**config.mk**
```make
export PLATFORM = sky130hd
export DESIGN_NAME = mem_port_arbiter_flat
export DESIGN_NICKNAME = d
export VERILOG_FILES = /design/src/rtl/mem_port_arbiter_pkg.sv /design/src/rtl/mem_port_arbiter_if.sv /design/src/rtl/mem_arb_wdog.sv /design/src/rtl/mem_port_arbiter.sv /design/src/flat_wrapper.sv
export SDC_FILE = /design/constraint.sdc
export NUM_CORES = 1
export LEC_CHECK = 0
export CORE_MARGIN = 4
export CORE_UTILIZATION = 35
export CTS_CLUSTER_SIZE = 25
export DETAILED_ROUTE_END_ITERATION = 8
export MAX_ROUTING_LAYER = met4
export PLACE_DENSITY_LB_ADDON = 0.2
export SLEW_MARGIN = 20
export SYNTH_ARGS = -nofsm -noshare
export SYNTH_HDL_FRONTEND = slang
export SYNTH_SLANG_ARGS = --single-unit
```
**constraint.sdc**
```tcl
create_clock -name clk -period 2.8 [get_ports clk]
set_input_delay 0.56 -clock clk [delete_from_list [all_inputs] [get_ports clk]]
set_output_delay 0.56 -clock clk [all_outputs]
set_load 0.05 [all_outputs]
```
**src/rtl/mem_port_arbiter_pkg.sv**
```systemverilog
// rtl/mem_port_arbiter_pkg.sv - shared types and default widths for the IF/MEM memory port arbiter
package mem_port_arbiter_pkg;

  localparam int DEF_ADDR_W     = 32;
  localparam int DEF_DATA_W     = 32;
  localparam int DEF_STARVE_MAX = 4;
  localparam int DEF_TIMEOUT    = 255;

  typedef enum logic [1:0] {
    ST_IDLE   = 2'b00,
    ST_BUSY_I = 2'b01,
    ST_BUSY_D = 2'b10
  } arb_state_e;

  typedef enum logic [1:0] {
    GNT_NONE = 2'b00,
    GNT_I    = 2'b01,
    GNT_D    = 2'b10
  } grant_e;

endpackage

```
**src/rtl/mem_port_arbiter_if.sv**
```systemverilog
// rtl/mem_port_arbiter_if.sv - fetch, data and memory-side signal bundle of the memory port arbiter
//  slave  : arbiter view (takes i_*/d_* requests and ram_ack/ram_rdata, drives ram_* and completions)
//  master : environment view (fetch stage, data stage and memory)
interface mem_port_arbiter_if
  import mem_port_arbiter_pkg::*;
#(
  parameter int ADDR_W = DEF_ADDR_W,
  parameter int DATA_W = DEF_DATA_W
);

  logic              i_req;
  logic [ADDR_W-1:0] i_addr;
  logic [DATA_W-1:0] i_rdata;
  logic              i_ready;
  logic              i_stall;

  logic              d_req;
  logic              d_we;
  logic [ADDR_W-1:0] d_addr;
  logic [DATA_W-1:0] d_wdata;
  logic [DATA_W-1:0] d_rdata;
  logic              d_ready;
  logic              d_stall;

  logic              err;

  logic              ram_req;
  logic              ram_we;
  logic [ADDR_W-1:0] ram_addr;
  logic [DATA_W-1:0] ram_wdata;
  logic [DATA_W-1:0] ram_rdata;
  logic              ram_ack;

  modport slave (
    input  i_req, i_addr, d_req, d_we, d_addr, d_wdata, ram_rdata, ram_ack,
    output i_rdata, i_ready, i_stall, d_rdata, d_ready, d_stall, err,
           ram_req, ram_we, ram_addr, ram_wdata
  );

  modport master (
    output i_req, i_addr, d_req, d_we, d_addr, d_wdata, ram_rdata, ram_ack,
    input  i_rdata, i_ready, i_stall, d_rdata, d_ready, d_stall, err,
           ram_req, ram_we, ram_addr, ram_wdata
  );

endinterface

```
**src/rtl/mem_arb_wdog.sv**
```systemverilog
// rtl/mem_arb_wdog.sv - transaction watchdog: counts busy cycles, flags the TIMEOUT-th one
//  clk, rst_n : clock, asynchronous active-low reset
//  i_clr      : reload the count to zero (new transaction granted)
//  i_en       : a busy cycle is in progress
//  o_expire   : this busy cycle is the TIMEOUT-th since the last clear
module mem_arb_wdog #(
  parameter int TIMEOUT = 255
) (
  input  logic clk,
  input  logic rst_n,
  input  logic i_clr,
  input  logic i_en,
  output logic o_expire
);

  localparam int              CNT_W = $clog2(TIMEOUT + 1);
  localparam logic [CNT_W-1:0] LAST = CNT_W'(TIMEOUT - 1);

  logic [CNT_W-1:0] r_cnt;

  // The count holds the number of busy cycles already completed, so the
  // TIMEOUT-th busy cycle is the one that sees TIMEOUT-1. It parks there
  // until the next grant reloads it.
  always_ff @(posedge clk or negedge rst_n) begin
    if (!rst_n) begin
      r_cnt <= '0;
    end else if (i_clr) begin
      r_cnt <= '0;
    end else if (i_en && (r_cnt != LAST)) begin
      r_cnt <= r_cnt + 1'b1;
    end
  end

  assign o_expire = i_en && (r_cnt == LAST);

endmodule

```
**src/rtl/mem_port_arbiter.sv**
```systemverilog
// rtl/mem_port_arbiter.sv - shares one variable-latency memory between fetch (read) and data (read/write)
//  clk, rst_n : clock, asynchronous active-low reset
//  bus.i_*    : fetch request/completion (i_req, i_addr -> i_rdata, i_ready, i_stall)
//  bus.d_*    : data request/completion (d_req, d_we, d_addr, d_wdata -> d_rdata, d_ready, d_stall)
//  bus.err    : pulses with ready when the transaction timed out
//  bus.ram_*  : registered memory request (ram_req, ram_we, ram_addr, ram_wdata) and response (ram_ack, ram_rdata)
module mem_port_arbiter
  import mem_port_arbiter_pkg::*;
#(
  parameter int ADDR_W     = DEF_ADDR_W,
  parameter int DATA_W     = DEF_DATA_W,
  parameter int STARVE_MAX = DEF_STARVE_MAX,
  parameter int TIMEOUT    = DEF_TIMEOUT
) (
  input logic               clk,
  input logic               rst_n,
  mem_port_arbiter_if.slave bus
);

  localparam int              SW         = $clog2(STARVE_MAX + 1);
  localparam logic [SW-1:0]   STARVE_CAP = SW'(STARVE_MAX);

  arb_state_e        r_state;
  arb_state_e        w_state_nxt;
  grant_e            w_grant;
  logic              w_ack;
  logic              w_abort;
  logic              w_expire;
  logic              w_i_starved;
  logic              w_wdog_clr;
  logic              w_wdog_en;

  logic [SW-1:0]     r_starve;
  logic              r_ram_req;
  logic              r_ram_we;
  logic [ADDR_W-1:0] r_ram_addr;
  logic [DATA_W-1:0] r_ram_wdata;
  logic [DATA_W-1:0] r_i_rdata;
  logic [DATA_W-1:0] r_d_rdata;
  logic              r_i_ready;
  logic              r_d_ready;
  logic              r_err;

  // Fetch has waited through STARVE_MAX data grants: data must yield once.
  assign w_i_starved = bus.i_req && (r_starve == STARVE_CAP);

  always_ff @(posedge clk or negedge rst_n) begin
    if (!rst_n) begin
      r_state <= ST_IDLE;
    end else begin
      r_state <= w_state_nxt;
    end
  end

  always_comb begin
    w_state_nxt = r_state;
    w_grant     = GNT_NONE;
    w_ack       = 1'b0;
    w_abort     = 1'b0;
    case (r_state)
      ST_IDLE: begin
        if (bus.d_req && !w_i_starved) begin
          w_grant     = GNT_D;
          w_state_nxt = ST_BUSY_D;
        end else if (bus.i_req) begin
          w_grant     = GNT_I;
          w_state_nxt = ST_BUSY_I;
        end
      end
      ST_BUSY_I, ST_BUSY_D: begin
        // An ack landing on the expiry cycle still completes normally.
        if (bus.ram_ack) begin
          w_ack       = 1'b1;
          w_state_nxt = ST_IDLE;
        end else if (w_expire) begin
          w_abort     = 1'b1;
          w_state_nxt = ST_IDLE;
        end
      end
      default: begin
        w_state_nxt = ST_IDLE;
      end
    endcase
  end

  assign w_wdog_clr = (w_grant != GNT_NONE);
  assign w_wdog_en  = (r_state != ST_IDLE);

  mem_arb_wdog #(
    .TIMEOUT (TIMEOUT)
  ) u_wdog (
    .clk      (clk),
    .rst_n    (rst_n),
    .i_clr    (w_wdog_clr),
    .i_en     (w_wdog_en),
    .o_expire (w_expire)
  );

  always_ff @(posedge clk or negedge rst_n) begin
    if (!rst_n) begin
      r_starve    <= '0;
      r_ram_req   <= 1'b0;
      r_ram_we    <= 1'b0;
      r_ram_addr  <= '0;
      r_ram_wdata <= '0;
      r_i_rdata   <= '0;
      r_d_rdata   <= '0;
      r_i_ready   <= 1'b0;
      r_d_ready   <= 1'b0;
      r_err       <= 1'b0;
    end else begin
      r_i_ready <= 1'b0;
      r_d_ready <= 1'b0;
      r_err     <= 1'b0;

      case (w_grant)
        GNT_D: begin
          r_ram_req   <= 1'b1;
          r_ram_we    <= bus.d_we;
          r_ram_addr  <= bus.d_addr;
          r_ram_wdata <= bus.d_wdata;
          if (!bus.i_req) begin
            r_starve <= '0;
          end else if (r_starve != STARVE_CAP) begin
            r_starve <= r_starve + 1'b1;
          end
        end
        GNT_I: begin
          r_ram_req  <= 1'b1;
          r_ram_we   <= 1'b0;
          r_ram_addr <= bus.i_addr;
          r_starve   <= '0;
        end
        default: begin
        end
      endcase

      if (w_ack || w_abort) begin
        r_ram_req <= 1'b0;
        r_err     <= w_abort;
        if (r_state == ST_BUSY_I) begin
          r_i_ready <= 1'b1;
          r_i_rdata <= w_abort ? '0 : bus.ram_rdata;
        end else begin
          r_d_ready <= 1'b1;
          // Stores leave the last load data in place; an abort always zeroes it.
          if (w_abort) begin
            r_d_rdata <= '0;
          end else if (!r_ram_we) begin
            r_d_rdata <= bus.ram_rdata;
          end
        end
      end
    end
  end

  assign bus.ram_req   = r_ram_req;
  assign bus.ram_we    = r_ram_we;
  assign bus.ram_addr  = r_ram_addr;
  assign bus.ram_wdata = r_ram_wdata;
  assign bus.i_rdata   = r_i_rdata;
  assign bus.d_rdata   = r_d_rdata;
  assign bus.i_ready   = r_i_ready;
  assign bus.d_ready   = r_d_ready;
  assign bus.err       = r_err;
  assign bus.i_stall   = bus.i_req & ~r_i_ready;
  assign bus.d_stall   = bus.d_req & ~r_d_ready;

endmodule

```
**src/flat_wrapper.sv**
```systemverilog
// flat-port wrapper written by rule: the top's interface ports become plain ports
module mem_port_arbiter_flat import mem_port_arbiter_pkg::*;
#(
  parameter int ADDR_W     = DEF_ADDR_W,
  parameter int DATA_W     = DEF_DATA_W,
  parameter int STARVE_MAX = DEF_STARVE_MAX,
  parameter int TIMEOUT    = DEF_TIMEOUT
)
  (clk, rst_n, bus_i_req, bus_i_addr, bus_d_req, bus_d_we, bus_d_addr, bus_d_wdata, bus_ram_rdata, bus_ram_ack, bus_i_rdata, bus_i_ready, bus_i_stall, bus_d_rdata, bus_d_ready, bus_d_stall, bus_err, bus_ram_req, bus_ram_we, bus_ram_addr, bus_ram_wdata);
  mem_port_arbiter_if #(.ADDR_W(ADDR_W), .DATA_W(DATA_W)) bus_i ();
  input logic clk;
  input logic rst_n;
  input wire logic [$bits(bus_i.i_req)-1:0] bus_i_req;
  input wire logic [$bits(bus_i.i_addr)-1:0] bus_i_addr;
  input wire logic [$bits(bus_i.d_req)-1:0] bus_d_req;
  input wire logic [$bits(bus_i.d_we)-1:0] bus_d_we;
  input wire logic [$bits(bus_i.d_addr)-1:0] bus_d_addr;
  input wire logic [$bits(bus_i.d_wdata)-1:0] bus_d_wdata;
  input wire logic [$bits(bus_i.ram_rdata)-1:0] bus_ram_rdata;
  input wire logic [$bits(bus_i.ram_ack)-1:0] bus_ram_ack;
  output wire logic [$bits(bus_i.i_rdata)-1:0] bus_i_rdata;
  output wire logic [$bits(bus_i.i_ready)-1:0] bus_i_ready;
  output wire logic [$bits(bus_i.i_stall)-1:0] bus_i_stall;
  output wire logic [$bits(bus_i.d_rdata)-1:0] bus_d_rdata;
  output wire logic [$bits(bus_i.d_ready)-1:0] bus_d_ready;
  output wire logic [$bits(bus_i.d_stall)-1:0] bus_d_stall;
  output wire logic [$bits(bus_i.err)-1:0] bus_err;
  output wire logic [$bits(bus_i.ram_req)-1:0] bus_ram_req;
  output wire logic [$bits(bus_i.ram_we)-1:0] bus_ram_we;
  output wire logic [$bits(bus_i.ram_addr)-1:0] bus_ram_addr;
  output wire logic [$bits(bus_i.ram_wdata)-1:0] bus_ram_wdata;
  assign bus_i.i_req = bus_i_req;
  assign bus_i.i_addr = bus_i_addr;
  assign bus_i.d_req = bus_d_req;
  assign bus_i.d_we = bus_d_we;
  assign bus_i.d_addr = bus_d_addr;
  assign bus_i.d_wdata = bus_d_wdata;
  assign bus_i.ram_rdata = bus_ram_rdata;
  assign bus_i.ram_ack = bus_ram_ack;
  assign bus_i_rdata = bus_i.i_rdata;
  assign bus_i_ready = bus_i.i_ready;
  assign bus_i_stall = bus_i.i_stall;
  assign bus_d_rdata = bus_i.d_rdata;
  assign bus_d_ready = bus_i.d_ready;
  assign bus_d_stall = bus_i.d_stall;
  assign bus_err = bus_i.err;
  assign bus_ram_req = bus_i.ram_req;
  assign bus_ram_we = bus_i.ram_we;
  assign bus_ram_addr = bus_i.ram_addr;
  assign bus_ram_wdata = bus_i.ram_wdata;
  mem_port_arbiter #(.ADDR_W(ADDR_W), .DATA_W(DATA_W), .STARVE_MAX(STARVE_MAX), .TIMEOUT(TIMEOUT)) u_core (.clk(clk), .rst_n(rst_n), .bus(bus_i));
endmodule
```
# After elaboration in Yosys (flattened, before gate mapping)
# Cells that the tools add are included.
totals:
  reg_bits: 146
  inputBits: 134
  out_inout_bits: 135
  wordCells: 79
op_classes:
  n_addsub: 2
  n_eq_ne: 12
  n_mux: 30
  bitwise_logic: 5
  reduce_logical: 18
op_table:
  columns: ["operator", "n"]
  rows:
  - ["32-bit two-way mux", 3]
  - ["32-bit one-hot mux with 2 select lines", 1]
  - ["8-bit two-way mux", 2]
  - ["1-bit two-way mux", 13]
  - ["2-bit two-way mux", 6]
  - ["2-bit nonzero test", 5]
  - ["8-bit by 1-bit adder with 8-bit output, second input constant", 1]
  - ["8-bit equality test, second input constant", 1]
  - ["8-bit != test, second input constant", 1]
  - ["3-bit two-way mux", 2]
  - ["3-bit by 2-bit != test with 1-bit output, second input constant", 2]
  - ["3-bit != test, second input constant", 2]
  - ["3-bit one-hot mux with 2 select lines", 1]
  - ["2-bit AND reduction", 3]
  - ["2-bit by 1-bit equality test with 1-bit output, second input constant", 2]
  - ["2-bit equality test, second input constant", 2]
  - ["1-bit logical AND", 4]
  - ["2-bit one-hot mux with 2 select lines", 1]
  - ["2-bit OR reduction", 2]
  - ["3-bit by 1-bit adder with 3-bit output, second input constant", 1]
  - ["3-bit equality test, second input constant", 1]
  - ["1-bit inverter", 3]
  - ["3-bit AND reduction", 1]
  - ["1-bit AND", 2]
  - ["other kinds (5)", 5]

# Logic depth before layout (Yosys ltp)
depth:
  depth_word: 10
  depth_mapped: 10
  depth_no_buf: 9

# Cells and area by module
# A second synthesis with hierarchy kept.
hier_totals:
  hier_cells: 552
  hier_area_um2: 6246.0
modules_own_cells:
  columns: ["mod", "n_inst", "cells_per_inst", "area_per_inst_um2", "seq_area_each_um2"]
  rows:
  - ["mem_port_arbiter", 1, 505, 5740.5, 3453.3]
  - ["mem_arb_wdog", 1, 47, 505.5, 200.2]

# Worst setup path after synthesis
# No wires, ideal clock.
synth_timing:
  path_kind: "flip-flop to flip-flop"
  start: "reg u_core.r_starve[0]"
  end: "reg u_core.r_starve[0]"
  arrival_ns: 1.997
  setup_slack_ns: 0.678
  stages_incl_launch_ff: 10
  n_path_buf: 1
  cell_sequence: "dfrtp_1 inv_1 ha_1 a21bo_2 nand3_1 inv_1 ha_1 buf_2 o21ai_0 mux2_2"
synth_between:
  elab_chain_cells: 9
synth_lines:
  columns: ["item", "line", "rtl"]
  rows:
  - ["start, declared", "mem_port_arbiter.sv:33", "logic [SW-1:0] r_starve;"]
  - ["start signal, assigned", "mem_port_arbiter.sv:125", "r_starve <= r_starve + 1'b1;"]
  - ["3-bit equality test", "mem_port_arbiter.sv:45", "assign w_i_starved = bus.i_req && (r_starve == STARVE_CAP);"]
  - ["1-bit logical AND", "mem_port_arbiter.sv:45", null]
  - ["1-bit zero test", "mem_port_arbiter.sv:62", "if (bus.d_req && !w_i_starved) begin"]
  - ["1-bit logical AND", "mem_port_arbiter.sv:62", null]
  - ["2-bit two-way mux", "mem_port_arbiter.sv:62", null]
  - ["2-bit two-way mux", "mem_port_arbiter.sv:60", "case (r_state)"]
  - ["2-bit equality test / 2-bit by 1-bit equality test with 1-bit output (equally long branches)", "mem_port_arbiter.sv:116", "case (w_grant)"]
  - ["3-bit by 2-bit != test with 1-bit output (no line) / 2-bit nonzero test (equally long branches)", null, null]
  - ["2-bit AND reduction (no line)", null, null]
# Several ways; a longest one is shown, not always the timed one. The select of a mux whose other input is x is not followed.
# A chain may end at the register's enable or synchronous reset.

# Final worst setup path
layout_timing:
  start: "in bus_i_req"
  end: "reg u_core.r_starve[0]"
layout_between:
  elab_chain_cells: 8
layout_lines:
  columns: ["item", "line", "rtl"]
  rows:
  - ["start, declared", "flat_wrapper.sv:13", "input wire logic [$bits(bus_i.i_req)-1:0] bus_i_req;"]
  - ["1-bit logical AND *", "mem_port_arbiter.sv:45", null]
  - ["1-bit zero test *", "mem_port_arbiter.sv:62", null]
  - ["1-bit logical AND *", "mem_port_arbiter.sv:62", null]
  - ["2-bit two-way mux *", "mem_port_arbiter.sv:62", null]
  - ["2-bit two-way mux *", "mem_port_arbiter.sv:60", null]
  - ["net u_core.w_grant[1]", "mem_port_arbiter.sv:25", "grant_e w_grant;"]
  - ["2-bit equality test / 2-bit by 1-bit equality test with 1-bit output (equally long branches)", "mem_port_arbiter.sv:116", null]
  - ["3-bit by 2-bit != test with 1-bit output (no line) / 2-bit nonzero test (equally long branches)", null, null]
  - ["2-bit AND reduction (no line)", null, null]
# The timed path passes the listed nets; every way through them passes the cells marked *.

==> impl_metrics.env <==
export IMPL_cp_common_cell="nand3_1"
export IMPL_rows=49
export IMPL_start_util_pct=35.77
export IMPL_die_h_um=143.7
export IMPL_synthFlopType="dfrtp_1"
export IMPL_clock_sinks=146
export IMPL_avgSynthCellArea_um2=11.49
export IMPL_critPathLaunchType="primary input"
export IMPL_critical_path_max_fanout=7
export IMPL_design_core_area_mm2=0.01802
export IMPL_maxCapViolCount=0
export IMPL_slowest_delay_ns=0.62
export IMPL_fin_crit_sh_pct=81.68
export IMPL_p_leak_nw=4.377
export IMPL_status="complete, no violations"
export IMPL_clk_transition_reported_paths_ns=0.06
export IMPL_io_pins=269
export IMPL_grt_pass1_vias=5603
export IMPL_cts_hold_buffers_added=0
export IMPL_min_period_ns=2.287
export IMPL_cts_resized=0
export IMPL_clock_latency_ns=0.41
export IMPL_grt_first_pass_wirelength_mm=28.96
export IMPL_arrival_ns=2.58
export IMPL_required_ns=3.09
export IMPL_async_reset_ff_share_pct=100.0
export IMPL_chipWidth_um=143.7
export IMPL_n_antenna_cell=0
export IMPL_fin_tns_setup_ns=0
export IMPL_synthCells=561
export IMPL_synthDistinctLibCells=45
export IMPL_drt_iter0_markers=198
export IMPL_drc=0
export IMPL_dieArea_mm2=0.02066
export IMPL_layout_drive_gt1_share_pct=10.90
export IMPL_fmax_mhz=437.2
export IMPL_nets=975
export IMPL_overflow=0
export IMPL_cts_made_buffers=17
export IMPL_cts_tree="built"
export IMPL_yosysWarnings=0
export IMPL_cts_setup_buffers=0
export IMPL_critPathSlowestCell="clkdlybuf4s50_1"
export IMPL_vias=5218
export IMPL_skew_ns=0.008897
export IMPL_syn_area_mm2=0.006447
export IMPL_yosys_area_top_type="dfrtp_1"
export IMPL_finalHoldViolCount=0
export IMPL_critPathKind="primary input to register"
export IMPL_grt_max_degree=58
export IMPL_viasPerCell=4.863
export IMPL_place_gp_congestion=0.8139
export IMPL_port_buffers=268
export IMPL_critical_path_cell_chain="clkdlybuf4s50_1 > nand3_1 > nand3_1 > inv_1 > ha_1 > o21ai_0 > mux2_2"
export IMPL_maxSlewHeadroom_pct=61.83
export IMPL_endpoint_kind="register"
export IMPL_synth_top_area_share_pct=56.67
export IMPL_h_tree_depth=4
export IMPL_post_route_util_pct=56.04
export IMPL_worstHoldPathType="primary input to async pin"
export IMPL_peakVddDrop_v=0.0009326
export IMPL_synth_enable_flop_cells=0
export IMPL_reg2reg_from="u_core.r_state[0]"
export IMPL_synth_area_leaders="dfrtp_1, mux2i_1, mux2_2, nor2_1, a22oi_1"
export IMPL_finalPower_mw=13.59
export IMPL_report_final_slew_viol_count=0
export IMPL_dp_hpwl_mm=13.68
export IMPL_tightest_slew_ns=0.5725
export IMPL_rrSetupSlack_ns=0.55
export IMPL_cts_buffer_depth=2
export IMPL_root_buffer="clkbuf_16"
export IMPL_area_growth_syn_to_layout_pct=56.67
export IMPL_route_antenna_remaining_nets=0
export IMPL_powerDensity_mw_per_mm2=1345
export IMPL_wl_mm=18.41
export IMPL_crit_path_start="bus_i_req"
export IMPL_wire_per_inst_um=17.16
export IMPL_groute_usage_overall_pct=18.40
export IMPL_antenna_found_initial=0
export IMPL_rsz0062_at_grt="false"
export IMPL_ys_seq_area_share_pct=56.67
export IMPL_drtPass1Iterations=4
export IMPL_synth_nets=705
export IMPL_setup_viol=0
export IMPL_ys_ff_latch=146
export IMPL_synthTopCellsByCount="dfrtp_1, mux2i_1, nor2_1"
export IMPL_yosys_cell_count_top_type="dfrtp_1"
## layout make-up
type                    instances  area [um^2]
fillers                      1537         7924
flip-flops and latches        146         3654
repair buffers                284         2887
multi-input cells             341         2485
clock buffers                  20        456.7
well taps                     229        286.5
clock inverters                12        178.9
inverters                      41        153.9
## flip-flops by register name (all words and copies together), names as in the netlist
register              count
u_core.r_starve           3
u_core.r_state            2
u_core.bus.ram_req        1
u_core.bus.err            1
u_core.bus.i_ready        1
u_core.bus.d_rdata       32
u_core.bus.i_rdata       32
u_core.u_wdog.r_cnt       8
u_core.bus.ram_wdata     32
u_core.bus.ram_we         1
u_core.bus.d_ready        1
u_core.bus.ram_addr      32
## routing by layer
metal	global-route usage (%)	wire [um]	vias to the layer above
li1	-	-	2498
met1	22.48	7504	2464
met2	29.12	8722	241
met3	6.889	1990	15
met4	4.509	195	0
met5	-	0	-
## worst max-delay path, delay by kind of cell
kind,cells,cell delay [ns]
compound gates,1,0.37
fa+ha+maj,1,0.25
simple gates,2,0.30
buf+inv,2,0.70
mux,1,0.39
## cells by family (layout without fill, tap and decap cells)
family / count (synthesis) / after routing / synth area share (%)
AOI/OAI and AO/OA: 117 / 117 / 11.02
muxes: 102 / 102 / 16.48
and+or+nand+nor: 112 / 112 / 8.791
buffers and inverters: 74 / 357 / 5.104
adders and majority gates: 10 / 10 / 1.941
DFF: 146 / 146 / 56.67
## layout by cell type, fill, tap and decap left out, types with 2 or more instances in the layout
master	netlist	final
nand3b_1	2	2
a21oi_1	35	35
mux2_2	33	33
inv_6	0	2
bufinv_16	0	4
ha_1	10	8
nor2_1	66	66
and3_1	2	2
nor3b_1	2	2
buf_4	3	11
inv_1	41	41
and3b_1	2	2
clkdlybuf4s50_1	0	265
mux2i_1	69	69
buf_12	0	7
clkbuf_8	0	2
o21ai_0	36	36
nand2_1	11	11
nor2b_1	5	5
o211ai_1	4	4
nand4_1	2	2
clkbuf_16	0	17
clkinvlp_4	0	3
clkinv_2	0	2
nand3_1	4	4
nand2b_1	6	6
ha_2	0	2
a22oi_1	32	32
dfrtp_1	146	146
## final timing paths
kind,cells after the start,end
worst max-delay path,7,u_core.r_starve[0]
max in group asynchronous,2,u_core.bus.ram_addr[3]
worst max register to register,8,u_core.r_starve[0]
worst min register to register,1,u_core.bus.ram_wdata[2]
min in group clk,1,u_core.bus.ram_wdata[2]
worst min-delay path,1,u_core.bus.d_rdata[7]
## report_power, final
group          switching, mW  total, mW  internal (mW)
clock                  0.885       2.43           1.54
sequential             0.575       3.61           3.03
combinational           4.82       7.55           2.73
## per-stage QoR
stage                     std cells  hold WS, ns  setup slack [ns]  instance area [um^2]
final                          1073       0.1376            0.5128                 10100
after global routing           1073       0.1749            0.3903                 10100
after CTS                      1073       0.1383            0.4650                 10100
after detailed placement       1041       0.4953           0.09932                  9465
after global placement         1041       0.4904            0.1960                  9465
after floorplan                 561       0.2644            0.6784                  6447
Note: power is estimated with default switching activity, not from simulation.
